File: src/rtl/lock_pkg.sv
// -----------------------------------------------------------------------------
// lock_pkg
// Shared types and constants for the keypad-to-lock entry controller.
//   LOCK_CODE_W          width of a keypad / passcode code
//   DEF_MAX_FAILS        default consecutive failures before lockout
//   DEF_LOCKOUT_CYCLES   default lockout duration in clk cycles
//   DEF_RESP_WAIT        default cycles from enter falling to lock_status sample
//   lock_entry_state_t   controller FSM states
// -----------------------------------------------------------------------------
package lock_pkg;

  localparam int LOCK_CODE_W        = 4;
  localparam int DEF_MAX_FAILS      = 3;
  localparam int DEF_LOCKOUT_CYCLES = 1000;
  localparam int DEF_RESP_WAIT      = 2;

  typedef enum logic [2:0] {
    IDLE    = 3'd0,
    DRIVE   = 3'd1,
    WAIT    = 3'd2,
    REPORT  = 3'd3,
    LOCKOUT = 3'd4
  } lock_entry_state_t;

endpackage : lock_pkg

File: src/rtl/lockout_timer.sv
// -----------------------------------------------------------------------------
// lockout_timer
// Loadable down-counter. A load pulse presets the counter to i_count; it then
// decrements once per cycle and stops at zero. o_done is high for the single
// cycle in which the counter holds 1, i.e. the last cycle of the interval, so
// a load of N yields an interval of exactly N cycles ending with o_done.
// Ports:
//   clk       system clock, rising edge
//   reset     synchronous, active-high
//   i_load    preset the counter this cycle
//   i_count   value to preset (interval length in cycles, >= 1)
//   o_done    one-cycle pulse on the final cycle of the interval
// -----------------------------------------------------------------------------
module lockout_timer #(
  parameter int W = 10
) (
  input  logic         clk,
  input  logic         reset,
  input  logic         i_load,
  input  logic [W-1:0] i_count,
  output logic         o_done
);

  logic [W-1:0] r_count;

  // NOTE: sequential state is always updated with non-blocking assignments so
  // every flop samples pre-edge values regardless of process ordering.
  always_ff @(posedge clk) begin
    if (reset) begin
      r_count <= '0;
    end else if (i_load) begin
      r_count <= i_count;
    end else if (r_count != '0) begin
      r_count <= r_count - W'(1);
    end
  end

  assign o_done = (r_count == W'(1));

endmodule : lockout_timer

File: src/rtl/lock_entry_ctrl.sv
// -----------------------------------------------------------------------------
// lock_entry_ctrl
// Keypad front end for the digital_lock passcode interface. A keypad strobe in
// IDLE latches the code, a one-cycle enter pulse submits it, lock_status is
// sampled RESP_WAIT cycles after enter falls, and a one-cycle result is
// reported. MAX_FAILS consecutive failures trigger a LOCKOUT_CYCLES lockout
// during which keypad strobes are dropped.
//
// Optional feature macro: LOCK_ENTRY_SCRUB_EN
//   defined   : passcode_input is cleared on the edge leaving REPORT
//   undefined : passcode_input keeps the last submitted code
//
// Ports:
//   clk             system clock, rising edge
//   reset           synchronous, active-high
//   key_bits        keypad code, valid with key_strobe
//   key_strobe      one-cycle keypad event (honoured only in IDLE)
//   passcode_input  code presented to the lock
//   enter           one-cycle submit pulse to the lock (DRIVE)
//   lock_status     lock output, 1 = open
//   busy            high in every state except IDLE
//   result_valid    one-cycle pulse (REPORT), qualifies result_ok
//   result_ok       1 = lock opened on this attempt
//   locked_out      high throughout LOCKOUT
//   fail_count      consecutive failures so far
// -----------------------------------------------------------------------------
module lock_entry_ctrl
  import lock_pkg::*;
#(
  parameter int MAX_FAILS      = DEF_MAX_FAILS,
  parameter int LOCKOUT_CYCLES = DEF_LOCKOUT_CYCLES,
  parameter int RESP_WAIT      = DEF_RESP_WAIT,
  localparam int FCW           = $clog2(MAX_FAILS + 1)
) (
  input  logic                   clk,
  input  logic                   reset,
  input  logic [LOCK_CODE_W-1:0] key_bits,
  input  logic                   key_strobe,
  output logic [LOCK_CODE_W-1:0] passcode_input,
  output logic                   enter,
  input  logic                   lock_status,
  output logic                   busy,
  output logic                   result_valid,
  output logic                   result_ok,
  output logic                   locked_out,
  output logic [FCW-1:0]         fail_count
);

  localparam int WCW = $clog2(RESP_WAIT + 1);
  localparam int LCW = $clog2(LOCKOUT_CYCLES + 1);

  lock_entry_state_t r_state;
  lock_entry_state_t w_next;

  logic [LOCK_CODE_W-1:0] r_passcode;
  logic [WCW-1:0]         r_wait_cnt;
  logic                   r_result_ok;
  logic [FCW-1:0]         r_fail_count;

  logic w_wait_last;
  logic w_lock_load;
  logic w_lock_done;

  // Last WAIT cycle: the counter was loaded with RESP_WAIT on leaving DRIVE.
  assign w_wait_last = (r_state == WAIT) && (r_wait_cnt == WCW'(1));
  assign w_lock_load = (r_state == REPORT) && (w_next == LOCKOUT);

  // ---------------------------------------------------------------------------
  // State register
  // ---------------------------------------------------------------------------
  always_ff @(posedge clk) begin
    if (reset) begin
      r_state <= IDLE;
    end else begin
      r_state <= w_next;
    end
  end

  // ---------------------------------------------------------------------------
  // Next-state logic
  // ---------------------------------------------------------------------------
  // NOTE: every combinational output gets a default before the case so no
  // path leaves it unassigned and no latch is inferred.
  always_comb begin
    w_next = r_state;
    unique case (r_state)
      IDLE:    if (key_strobe) w_next = DRIVE;
      DRIVE:   w_next = WAIT;
      WAIT:    if (w_wait_last) w_next = REPORT;
      // fail_count was already updated when REPORT was entered; a success
      // clears it, so reaching MAX_FAILS here always means a failed attempt.
      REPORT:  w_next = (r_fail_count == FCW'(MAX_FAILS)) ? LOCKOUT : IDLE;
      LOCKOUT: if (w_lock_done) w_next = IDLE;
      default: w_next = IDLE;
    endcase
  end

  // ---------------------------------------------------------------------------
  // Output logic (decoded from state only)
  // ---------------------------------------------------------------------------
  always_comb begin
    enter        = 1'b0;
    result_valid = 1'b0;
    locked_out   = 1'b0;
    busy         = (r_state != IDLE);
    unique case (r_state)
      DRIVE:   enter        = 1'b1;
      REPORT:  result_valid = 1'b1;
      LOCKOUT: locked_out   = 1'b1;
      default: ;
    endcase
  end

  // ---------------------------------------------------------------------------
  // Datapath: latched code, response wait counter, result and failure count
  // ---------------------------------------------------------------------------
  always_ff @(posedge clk) begin
    if (reset) begin
      r_passcode   <= '0;
      r_wait_cnt   <= '0;
      r_result_ok  <= 1'b0;
      r_fail_count <= '0;
    end else begin
      if ((r_state == IDLE) && key_strobe) begin
        r_passcode <= key_bits;
      end
`ifdef LOCK_ENTRY_SCRUB_EN
      // Do not leave the submitted code on the bus once the attempt is over.
      if (r_state == REPORT) begin
        r_passcode <= '0;
      end
`endif

      if (r_state == DRIVE) begin
        r_wait_cnt <= WCW'(RESP_WAIT);
      end else if ((r_state == WAIT) && (r_wait_cnt != '0)) begin
        r_wait_cnt <= r_wait_cnt - WCW'(1);
      end

      // Result and failure count update together on entry to REPORT, so the
      // new fail_count is visible alongside result_valid.
      if (w_wait_last) begin
        r_result_ok <= lock_status;
        if (lock_status) begin
          r_fail_count <= '0;
        end else if (r_fail_count != FCW'(MAX_FAILS)) begin
          r_fail_count <= r_fail_count + FCW'(1);
        end
      end

      if ((r_state == LOCKOUT) && w_lock_done) begin
        r_fail_count <= '0;
      end
    end
  end

  lockout_timer #(
    .W (LCW)
  ) u_lockout_timer (
    .clk     (clk),
    .reset   (reset),
    .i_load  (w_lock_load),
    .i_count (LCW'(LOCKOUT_CYCLES)),
    .o_done  (w_lock_done)
  );

  assign passcode_input = r_passcode;
  assign result_ok      = r_result_ok;
  assign fail_count     = r_fail_count;

endmodule : lock_entry_ctrl

File: config.mk
export PLATFORM = sky130hd
export DESIGN_NAME = lock_entry_ctrl
export DESIGN_NICKNAME = d
export VERILOG_FILES = /design/src/rtl/lock_pkg.sv /design/src/rtl/lockout_timer.sv /design/src/rtl/lock_entry_ctrl.sv
export SDC_FILE = /design/constraint.sdc
export NUM_CORES = 1
export LEC_CHECK = 0
export ABC_AREA = 1
export CAP_MARGIN = 20
export CORE_MARGIN = 2
export CORE_UTILIZATION = 60
export DETAILED_ROUTE_END_ITERATION = 10
export DONT_BUFFER_PORTS = 1
export PLACE_DENSITY = 0.76
export SYNTH_ARGS = -nofsm -noshare
export SYNTH_HDL_FRONTEND = slang
export SYNTH_SLANG_ARGS = --single-unit
File: constraint.sdc
create_clock -name clk -period 3.15 [get_ports clk]
set_clock_uncertainty 0.15 [all_clocks]
set_input_delay 0.63 -clock clk [delete_from_list [all_inputs] [get_ports clk]]
set_output_delay 0.63 -clock clk [all_outputs]
set_load 0.05 [all_outputs]
==> results of run 1 <==
==> routing by layer <==
metal / up-vias / wire, µm / GRT usage / share of wire
met5: - / 0 / 0 / 0
met4: 0 / 18 / 0.08108 / 0.0078
met3: 2 / 146 / 0.03396 / 0.063
met2: 29 / 1042 / 0.3333 / 0.45
met1: 467 / 1111 / 0.3118 / 0.48
li1: 550 / - / - / -
==> worst paths after layout <==
path                              start                          to  slack (ns)  cells after the start
min                               reset           passcode_input[0]        0.22                      1
max                          r_state[1]                        busy        0.95                      4
min reg2reg  u_lockout_timer.r_count[1]  u_lockout_timer.r_count[1]        0.35                      2
max reg2reg               fail_count[0]  u_lockout_timer.r_count[4]        1.23                      4
==> cell usage after synthesis <==
master,instances
nor2_4,1
nor2_2,1
a21oi_1,18
nor2_1,18
nor3_1,1
nand3b_4,1
inv_2,1
nand3_2,1
nand2_1,37
nand3_1,18
a211oi_1,2
or2_0,1
ha_1,6
inv_1,30
clkinv_2,1
dfxtp_1,22
or2_4,1
nand4_1,2
o21ai_0,6
clkbuf_1,1
or2_2,1
==> flip-flops by register name (all words and copies together) (netlist names) <==
signal,cells
r_wait_cnt,2
passcode_input,4
fail_count,2
u_lockout_timer.r_count,10
result_ok,1
r_state,3
==> stage by stage <==
stage / total power (W) / area [µm²] / setup slack [ns] / cells
finish: 0.001168 / 1254 / 0.9473 / 200
global placement: 0.0009339 / 1201 / 1.323 / 196
CTS: 0.001169 / 1254 / 0.9375 / 200
detailed placement: 0.0009540 / 1201 / 1.292 / 196
global route: 0.001276 / 1254 / 0.8194 / 200
floorplan: 0.0008568 / 1159 / 0.8926 / 170
==> cell usage in the layout (no fill, tap or decap), drive strengths merged, types with 2 or more instances in the layout <==
cell	instances
a211oi	2
a21oi	18
buf	2
clkbuf	3
dfxtp	22
ha	6
inv	31
nand2	37
nand3	19
nand4	2
nor2	20
o21ai	6
or2	3
==> layout make-up <==
cell class / instances / area [µm²]
clock inverter: 1 / 30.03
tap: 25 / 31.28
fill: 169 / 510.5
timing repair buffer: 2 / 15.01
sequential: 22 / 440.4
inverter: 32 / 121.4
multi-input combinational: 115 / 593.1
clock buffer: 3 / 22.52
==> where the power goes <==
group | switching (W) | internal [W] | leakage (nW) | total, W
Sequential | 0.0000629 | 0.000345 | 0.180 | 0.000408
Combinational | 0.000348 | 0.000197 | 0.394 | 0.000545
Clock | 0.0000859 | 0.000129 | 0.0279 | 0.000214
Total | 0.000497 | 0.000671 | 0.602 | 0.00117
==> worst max-delay path: cells and delay by family (launching register included) <==
| kind | cells | cell delay, ns |
|---|---|---|
| buffers and inverters | 2 | 0.41 |
| DFF | 1 | 0.36 |
| and+or+nand+nor | 2 | 0.35 |
==> logic make-up (layout without fill, tap and decap cells) <==
kind of cell	Yosys count	after routing	synth area share
AOI/OAI and AO/OA	26	26	0.1166
DFF	22	22	0.3801
and+or+nand+nor	83	83	0.3305
buffers and inverters	33	38	0.1080
adders and majority gates	6	6	0.06479
==> impl_metrics.env, run 1 <==
export IMPL_wl_per_cell_um=11.60
export IMPL_syn_cell_area_mm2=0.001159
export IMPL_crit_path_cell_trace="inv_1 > nand2_1 > nor2_1 > inv_1"
export IMPL_fin_util=0.7106
export IMPL_drt_initial_drc_count=35
export IMPL_dr_pass1_iters=6
export IMPL_rows=15
export IMPL_cts_made_buffers=3
export IMPL_vdd_drop_max_mv=0.7988
export IMPL_post_cts_buffers=0
export IMPL_grt_pass1_wl_mm=3.512
export IMPL_cts_resized_gates=0
export IMPL_port_buffers=0
export IMPL_yosys_warnings=0
export IMPL_grt_max_degree=16
export IMPL_io_pins=19
export IMPL_cts_buffer_depth=2
export IMPL_synth_seq_area_share=0.3801
export IMPL_yosys_top_cells_area="dfxtp_1 (38%), nand2_1 (12%), inv_1 (9.7%), a21oi_1 (7.8%), nand3_1 (7.8%)"
export IMPL_cpMostUsedCell="inv_1"
export IMPL_place_congestion=0.8177
export IMPL_cp_max_fo=6
export IMPL_overflow=0
export IMPL_drive_above_1_share=0.08000
export IMPL_slew_viol_final=0
export IMPL_finalHoldViolCount=0
export IMPL_clock_latency_ns=0.30
export IMPL_tightest_slew_ns=0.5688
export IMPL_start_kind="register"
export IMPL_rsz0062_at_grt="false"
export IMPL_syn_avg_cell_area_um2=6.815
export IMPL_clk_pin_slew_ns=0.13
export IMPL_whs_ns=0.2244
export IMPL_fp_dieH_um=47.95
export IMPL_initial_core_util=0.6567
export IMPL_dp_hpwl_mm=1.832
export IMPL_hold_buffers=0
export IMPL_root_buffer="clkbuf_4"
export IMPL_power_density_mw_per_mm2=931.6
export IMPL_vias_per_cell=5.240
export IMPL_insertedDiodeCount=0
export IMPL_cp_data_arrival_time_ns=1.42
export IMPL_post_route_period_util=0.6993
export IMPL_max_stage_delay_ns=0.36
export IMPL_clkSinkCount=22
export IMPL_syn_nets=184
export IMPL_track_usage=0.2188
export IMPL_worstHoldPathType="input port to register"
export IMPL_h_tree_depth=1
export IMPL_cp_slowest_cell="dfxtp_1"
export IMPL_cp_required_ns=2.37
export IMPL_max_freq_mhz=454.0
export IMPL_nNetsFinal=190
export IMPL_antenna_found_initial=0
export IMPL_yosysTopAreaCellShare=0.3801
export IMPL_drcViolationCount=0
export IMPL_maxCapViolations=0
export IMPL_tns_ns=0
export IMPL_crit_path_end_kind="primary output"
export IMPL_setup_viol=0
export IMPL_cts_tree="yes"
export IMPL_yosysUniqueCellTypes=21
export IMPL_synth_area_leader_cell="dfxtp_1"
export IMPL_dieArea_mm2=0.002299
export IMPL_area_growth_pct=8.207
export IMPL_grt_pass1_vias=851
export IMPL_drt_total_wl_mm=2.320
export IMPL_dieWidth_um=47.95
export IMPL_yosys_register_bits=22
export IMPL_num_vias=1048
export IMPL_outcome="finished, final reports clean"
export IMPL_leakage_nw=0.6020
export IMPL_path_class="register to primary output"
export IMPL_antenna_left=0
export IMPL_core_area_mm2=0.001764
export IMPL_maxSlewHeadroom=0.6203
export IMPL_fin_crit_ns=2.203
export IMPL_synthesis_instances=170
(Power assumes the default switching activity.)
==> run 2, diff against run 1 <==
Clock period 3.15 ns to 2.2 ns, I/O delays scaled along.
==> run 2 against run 1 <==
Against the previous run:
- utilization shrank 0.85 points
- critical path type unchanged
- first-iteration DRC count grew 23%
- combinational power grew 47%
- cell count grew 0.50%
- critical endpoint unchanged
==> impl_metrics.env, run 2 (synthesis gave the netlist of run 1 again) <==
export IMPL_outcome="finished, final reports clean"
export IMPL_antenna_found_initial=0
export IMPL_track_usage=0.2362
export IMPL_min_delay_path_depth=1
export IMPL_crit_path_end_kind="primary output"
export IMPL_whs_ns=0.02580
export IMPL_nNetsFinal=192
export IMPL_finalHoldViolCount=0
export IMPL_dr_pass1_iters=4
export IMPL_dp_hpwl_mm=1.928
export IMPL_cp_data_arrival_time_ns=1.44
export IMPL_p_switching_w=0.0007358
export IMPL_h_tree_depth=1
export IMPL_leakage_nw=0.5987
export IMPL_post_route_period_util=0.9234
export IMPL_slew_viol_final=0
export IMPL_fp_dieH_um=47.95
export IMPL_cts_tree="yes"
export IMPL_total_power_w=0.001577
export IMPL_r2r_start="r_state[1]"
export IMPL_rr_worst_depth=7
export IMPL_drt_initial_drc_count=43
export IMPL_p_comb_frac=0.509
export IMPL_cts_buffer_depth=2
export IMPL_crit_end="busy"
export IMPL_antenna_left=0
export IMPL_fin_crit_ns=2.031
export IMPL_setup_slack_ns=0.1685
export IMPL_initial_core_util=0.6567
export IMPL_path_class="register to primary output"
export IMPL_clock_latency_ns=0.31
export IMPL_place_ws_ns=0.5219
export IMPL_final_cell_mix="nand2_1 (37), inv_1 (30), dfxtp_1 (22)"
export IMPL_cts_resized_gates=0
export IMPL_ff2ff_setup_slack_ns=0.61
export IMPL_hold_buffers=0
export IMPL_drive_above_1_share=0.08523
export IMPL_regMostFlops="u_lockout_timer.r_count"
export IMPL_insertedDiodeCount=0
export IMPL_timing_rr_end="fail_count[0]"
export IMPL_io_pins=19
export IMPL_seqPwrFrac=0.374
export IMPL_dieWidth_um=47.95
export IMPL_core_area_mm2=0.001764
export IMPL_clockPowerShare=0.118
export IMPL_port_buffers=0
export IMPL_dieArea_mm2=0.002299
export IMPL_grt_max_degree=16
export IMPL_mostFrequentLayoutCell="nand2_1"
export IMPL_rows=15
export IMPL_grt_pass1_vias=913
export IMPL_setup_viol=0
export IMPL_grt_pass1_wl_mm=3.705
export IMPL_internal_power_w=0.0008413
export IMPL_start_kind="register"
export IMPL_maxSlewHeadroom=0.6325
export IMPL_cp_required_ns=1.61
export IMPL_sw_frac_of_total=0.4665
export IMPL_maxCapViolations=0
export IMPL_vdd_drop_max_mv=0.9805
export IMPL_worstHoldPathType="input port to register"
export IMPL_vias_per_cell=5.473
export IMPL_tns_ns=0
export IMPL_tightest_slew_ns=0.5505
export IMPL_max_freq_mhz=492.3
export IMPL_worstSetupStartpoint="r_state[1]"
export IMPL_drcViolationCount=0
export IMPL_overflow=0
export IMPL_rsz0062_at_grt="false"
export IMPL_largest_register_ffs=10
export IMPL_post_cts_buffers=0
export IMPL_area_growth_pct=6.912
export IMPL_num_vias=1100
export IMPL_place_congestion=0.8128
export IMPL_cts_made_buffers=3
export IMPL_worstHoldStart="reset"
export IMPL_wl_per_cell_um=12.61
export IMPL_root_buffer="clkbuf_4"
export IMPL_drt_total_wl_mm=2.534
export IMPL_clk_pin_slew_ns=0.12
export IMPL_power_density_mw_per_mm2=1273
export IMPL_cp_max_fo=6
export IMPL_clkSinkCount=22
-- run 2: cell types whose count changed in the layout (fill, tap and decap cells not counted), sizes merged --
cell,delta
buf,+2
bufinv,-1
-- run 2: layer usage --
| metal | up-vias | share of wire | track usage |
|---|---|---|---|
| met3 | 7 | 0.072 | 0.05283 |
| li1 | 552 | - | - |
| met5 | - | 0 | 0 |
| met4 | 0 | 0.019 | 0.09730 |
| met1 | 495 | 0.47 | 0.2989 |
| met2 | 46 | 0.44 | 0.3867 |
-- run 2: layout make-up --
class                           count  area (µm²)
Sequential cell                    22       440.4
Clock buffer                        3       22.52
Inverter                           32       121.4
Multi-Input combinational cell    115       593.1
Timing Repair Buffer                4       30.03
Tap cell                           25       31.28
Fill cell                         168       525.5
-- run 2: critical path: stages (launching register included) --
cell	delay [ns]
dfxtp_1	0.35
inv_1	0.10
nand2_1	0.08
nor2_1	0.29
inv_1	0.31
-- run 2: power by group through the flow --
stage                     clock network [W]  registers, W  logic [W]
after floorplan                           0      0.000575   0.000651
after global placement                    0      0.000589   0.000736
after detailed placement                  0      0.000594   0.000785
after CTS                          0.000186      0.000585   0.000793
after global routing               0.000194      0.000597   0.000897
final                              0.000185      0.000589   0.000803
-- run 2: through the flow --
step	area [µm²]	cells	util
finish	1239	201	0.7021
global route	1239	201	0.7021
CTS	1239	201	0.7021
detailed placement	1216	198	0.6894
global placement	1216	198	0.6894
floorplan	1159	170	-
-- run 2: worst min path at each step --
stage / to / slack (ns)
floorplan: u_lockout_timer.r_count[1] / 0.30
finish: u_lockout_timer.r_count[8] / 0.03
global placement: u_lockout_timer.r_count[0] / 0.32
CTS: r_state[0] / 0.02
global route: u_lockout_timer.r_count[8] / 0.02
detailed placement: u_lockout_timer.r_count[0] / 0.32
